`config.mk`:
```
export PLATFORM = sky130hd
export DESIGN_NAME = rr_arbiter8_flat
export DESIGN_NICKNAME = d
export VERILOG_FILES = /design/src/rtl/rr_arbiter8_if.sv /design/src/rtl/rr_arbiter8.sv /design/src/flat_wrapper.sv
export SDC_FILE = /design/constraint.sdc
export NUM_CORES = 1
export LEC_CHECK = 0
export CORE_MARGIN = 4
export CORE_UTILIZATION = 56
export CTS_CLUSTER_DIAMETER = 50
export CTS_CLUSTER_SIZE = 40
export DETAILED_ROUTE_END_ITERATION = 6
export PLACE_DENSITY = 0.9
export SYNTH_ARGS = -nofsm -noshare
export SYNTH_HDL_FRONTEND = slang
export SYNTH_SLANG_ARGS = --single-unit
```
`constraint.sdc`:
```
create_clock -name clk -period 4.3 [get_ports clk]
set_input_delay 0.86 -clock clk [delete_from_list [all_inputs] [get_ports clk]]
set_output_delay 0.86 -clock clk [all_outputs]
set_load 0.02 [all_outputs]
```
`src/rtl/rr_arbiter8_if.sv`:
```
// Request/grant bundle between requesters and the rr_arbiter8 round-robin arbiter.
// master = requester side, slave = arbiter side.
interface rr_arbiter8_if;
  logic [7:0] req;
  logic       done;
  logic [7:0] gnt;
  logic       gnt_valid;
  logic       timeout_err;
  logic [2:0] last;

  modport master (
    output req, done,
    input  gnt, gnt_valid, timeout_err, last
  );

  modport slave (
    input  req, done,
    output gnt, gnt_valid, timeout_err, last
  );
endinterface

```
`src/rtl/rr_arbiter8.sv`:
```
// Eight-way round-robin arbiter with grant hold, release on DONE/request drop, and timeout.
// Grant is registered and always one-hot or zero so the downstream encoder never sees multi-hot.
module rr_arbiter8 #(
  parameter int TIMEOUT = 16,
  parameter int CW      = 5
) (
  input  logic        clk,
  input  logic        rst_n,
  rr_arbiter8_if.slave bus
);

  localparam logic [0:0] ST_IDLE  = 1'b0;
  localparam logic [0:0] ST_GRANT = 1'b1;

  logic [0:0]    state_q, state_d;
  logic [2:0]    last_q, last_d;
  logic [CW-1:0] cnt_q, cnt_d;
  logic [7:0]    gnt_q, gnt_d;
  logic          gnt_valid_q, gnt_valid_d;
  logic          timeout_err_q, timeout_err_d;

  logic [2:0]    idx;
  logic [2:0]    winner;
  logic          found;
  logic          clean_release;
  logic          timeout_hit;

  // Search starts one past the previous winner and ends on the previous winner itself.
  always_comb begin
    idx    = '0;
    winner = '0;
    found  = 1'b0;
    for (int i = 1; i <= 8; i++) begin
      idx = last_q + 3'(i);
      if (!found && bus.req[idx]) begin
        winner = idx;
        found  = 1'b1;
      end
    end
  end

  assign clean_release = bus.done || !bus.req[last_q];
  assign timeout_hit   = (TIMEOUT != 0) && (cnt_q == CW'(TIMEOUT - 1));

  always_comb begin
    state_d       = state_q;
    last_d        = last_q;
    cnt_d         = cnt_q;
    gnt_d         = gnt_q;
    timeout_err_d = 1'b0;

    case (state_q)
      ST_IDLE: begin
        gnt_d = 8'h00;
        if (found) begin
          gnt_d   = 8'h01 << winner;
          last_d  = winner;
          cnt_d   = '0;
          state_d = ST_GRANT;
        end
      end
      default: begin
        if (clean_release || timeout_hit) begin
          gnt_d         = 8'h00;
          state_d       = ST_IDLE;
          timeout_err_d = timeout_hit && !clean_release;
        end else if (cnt_q != {CW{1'b1}}) begin
          cnt_d = cnt_q + 1'b1;
        end
      end
    endcase

    gnt_valid_d = (gnt_d != 8'h00);
  end

  always_ff @(posedge clk or negedge rst_n) begin
    if (!rst_n) begin
      state_q       <= ST_IDLE;
      last_q        <= 3'b111;
      cnt_q         <= '0;
      gnt_q         <= 8'h00;
      gnt_valid_q   <= 1'b0;
      timeout_err_q <= 1'b0;
    end else begin
      state_q       <= state_d;
      last_q        <= last_d;
      cnt_q         <= cnt_d;
      gnt_q         <= gnt_d;
      gnt_valid_q   <= gnt_valid_d;
      timeout_err_q <= timeout_err_d;
    end
  end

  assign bus.gnt         = gnt_q;
  assign bus.gnt_valid   = gnt_valid_q;
  assign bus.timeout_err = timeout_err_q;
  assign bus.last        = last_q;

endmodule

```
`src/flat_wrapper.sv`:
```
// flat-port wrapper written by rule: the top's interface ports become plain ports
module rr_arbiter8_flat 
#(
  parameter int TIMEOUT = 16,
  parameter int CW      = 5
)
  (clk, rst_n, bus_req, bus_done, bus_gnt, bus_gnt_valid, bus_timeout_err, bus_last);
  rr_arbiter8_if bus_i ();
  input  logic clk;
  input  logic rst_n;
  input wire logic [$bits(bus_i.req)-1:0] bus_req;
  input wire logic [$bits(bus_i.done)-1:0] bus_done;
  output wire logic [$bits(bus_i.gnt)-1:0] bus_gnt;
  output wire logic [$bits(bus_i.gnt_valid)-1:0] bus_gnt_valid;
  output wire logic [$bits(bus_i.timeout_err)-1:0] bus_timeout_err;
  output wire logic [$bits(bus_i.last)-1:0] bus_last;
  assign bus_i.req = bus_req;
  assign bus_i.done = bus_done;
  assign bus_gnt = bus_i.gnt;
  assign bus_gnt_valid = bus_i.gnt_valid;
  assign bus_timeout_err = bus_i.timeout_err;
  assign bus_last = bus_i.last;
  rr_arbiter8 #(.TIMEOUT(TIMEOUT), .CW(CW)) u_core (.clk(clk), .rst_n(rst_n), .bus(bus_i));
endmodule
```
==> results.json <==
{
  "outcome": "complete, but fails checks",
  "violations": "DRC",
  "finalHoldViolations": 0,
  "clock_latency_ps": 310,
  "port-buffer-count": 23,
  "cts_resized": 0,
  "cp_top_family": "multiplexers",
  "crit_chain": "inv_1, ha_1, mux4_2, mux2_2, a21oi_1, o22ai_1, or4_4, o31ai_1",
  "setup_viol": 0,
  "postCtsSetupBuffers": 0,
  "drive_gt1_frac": 0.221,
  "fin_crit_ps": 3760,
  "grt_max_degree": 22,
  "globalplace.congestion": 0.920,
  "finalClockSkew_ps": 8.76,
  "cp_max_fo": 19,
  "netlist_instances": 180,
  "yosysWarnings": 0,
  "avgViaCountPerCell": 6.55,
  "cts_sinks": 19,
  "period_share": 0.874,
  "die_y_um": 66.0,
  "synth-simple-area-share": 0.183,
  "antenna_found_initial": 0,
  "cp_data_required_time_ps": 4490,
  "slew_violations": 0,
  "ys_ff_latch": 19,
  "dpl_cell_area_um2": 2080,
  "dr_total_vias": 1592,
  "rows": 20,
  "syn_area_um2": 1880,
  "crit_path_max_incr_delay_ps": 790,
  "fmax_ghz": 0.266,
  "grt_usage": 0.223,
  "synth-xor-area-share": 0.0319,
  "n_fill_cell": 231,
  "synthArstFlopShare": 1.00,
  "end_kind": "flip-flop",
  "hpwl_um": 3420,
  "rsz0062_at_grt": "no",
  "wl_per_cell_um": 18.5,
  "arrival_ps": 3950,
  "synth_fa_ha_area_frac": 0.0333,
  "seq_area_frac_synth": 0.255,
  "cp_slowest_cell": "dfstp_2",
  "ctsHtreeMaxLevel": 1,
  "slew_headroom": 0.446,
  "overflow": 0,
  "ant_nets": 0,
  "maxCapViolCount": 0,
  "ys_types": 60,
  "root_buffer": "clkbuf_4",
  "n_antenna_cell": 0,
  "die_w_um": 66.0,
  "final_area_um2": 2110,
  "clock_path_buffers": 2,
  "drc": 4,
  "synth_fp_nets": 196,
  "initial_core_util": 0.601,
  "hold_ws_ps": 526,
  "synth_top_family_by_area": "multiplexers",
  "min_path_type": "reg -> reg",
  "synth_edf_count": 0,
  "core_area_um2": 3130,
  "cts_made_buffers": 3,
  "tns_ps": 0,
  "synth_compound_area_frac": 0.181,
  "synth_area_per_cell_um2": 10.4,
  "drt_iter0_markers": 147,
  "syn_to_final_growth_pct": 12.1,
  "cts_tree": "done",
  "synth_mux_area_frac": 0.251,
  "path_buf_inv": 1,
  "drtPass1Iterations": 7,
  "path_class": "reg -> reg",
  "grt_first_pass_wirelength_um": 7410,
  "crit_path_start_kind": "flip-flop",
  "die_area_um2": 4350,
  "holdBufCountCts": 0,
  "io_pins": 24,
  "grt_pass1_vias": 1575,
  "worst_pin_slew_ps": 828,
  "final_net_count": 216,
  "wl_um": 4500,
  "synth_top_flop_cell": "dfrtp_1",
  "cts.clk_slew.worst_paths_ps": 90
}
## through the flow
step	setup WS, ps	utilization	cells
after global routing	305	0.674	243
after detailed placement	607	0.666	239
after floorplan	1150	-	180
after CTS	580	0.674	243
after global placement	673	0.666	239
final	540	0.674	243
## cells in the mapped netlist (all sizes together), types with 3 or more instances
library cell  instances  area share
xor2                  4       0.019
inv                   8       0.016
and3                  3       0.010
a21oi                 6       0.016
or2                   4       0.013
nand2b                4       0.013
mux4                 10        0.12
mux2i                11       0.072
mux2                  9       0.060
ha                    5       0.033
o31ai                 9       0.039
dfstp                 3       0.042
o22ai                 3       0.013
o21ai                 7       0.019
nor2b                 3       0.010
nand3                 4       0.013
nand2                18       0.036
nor2                  8       0.016
nor4                  4       0.017
dfrtp                16        0.21
buf                   7       0.039
## cell type report
cell class,instances,area [um2],area share
multi-input cells,144,1280,0.607
clock buffers,4,26.3,0.0125
inverters,8,30.0,0.0142
well taps,44,55.1,0.0261
flip-flops and latches,19,479,0.227
repair buffers,24,238,0.113
## registers in the layout, indices dropped and copies added (netlist names)
name                    flops
u_core.bus.timeout_err      1
u_core.bus.gnt              8
u_core.bus.gnt_valid        1
u_core.bus.last             3
u_core.cnt_q                5
u_core.state_q              1
## kinds of logic (layout without fill, tap and decap cells)
kind of cell               Yosys count  count (layout)
DFF                                 19              19
buffers and inverters               17              36
AOI/OAI and AO/OA                   44              44
muxes                               30              30
adders and majority gates            5               5
and+or+nand+nor                     59              59
xor gates and xnor gates             6               6
## cell usage in the layout, fill, tap and decap left out, drive strengths merged, types with 3 or more instances in the layout
cell           synthesis  layout
nand2                 18      18
clkbuf                 2       4
nor2                   8       8
a21oi                  6       6
o21ai                  7       7
nand2b                 4       4
o31ai                  9       9
nand3                  4       4
inv                    8       8
ha                     5       5
dfrtp                 16      16
and3                   3       3
or2                    4       4
xor2                   4       4
clkdlybuf4s50          0      23
mux2i                 11      11
o22ai                  3       3
mux2                   9       9
dfstp                  3       3
mux4                  10      10
nor4                   4       4
nor2b                  3       3
## final timing paths
path                                                startpoint                              to  slack [ps]  cells past startpoint
worst max-delay path            u_core.bus.last[0]$_DFFE_PN1P_     u_core.bus.gnt[0]$_DFF_PN0_         540                      8
worst min-delay path               u_core.bus.gnt[6]$_DFF_PN0_     u_core.bus.gnt[6]$_DFF_PN0_         530                      2
worst max register to register  u_core.bus.last[0]$_DFFE_PN1P_     u_core.bus.gnt[0]$_DFF_PN0_         540                      8
worst min register to register     u_core.bus.gnt[6]$_DFF_PN0_     u_core.bus.gnt[6]$_DFF_PN0_         530                      2
max in group asynchronous                                rst_n  u_core.bus.gnt_valid$_DFF_PN0_        2770                      1
min in group asynchronous                                rst_n     u_core.cnt_q[0]$_DFFE_PN0P_        1010                      1
## metal layers
layer  part of all wire  GRT usage
met5                  0          0
met2               0.49      0.354
met1               0.39      0.296
met3              0.087     0.0510
met4              0.027     0.0838
## worst min-delay path: cells and delay by family (launching register included)
| kind | cells | cell delay (ps) |
|---|---|---|
| simple gates | 1 | 60 |
| flops | 1 | 370 |
| compound gates | 1 | 60 |
Power is not shown: default switching activity piles up to over one toggle a cycle in this logic, so the estimate is an artifact.
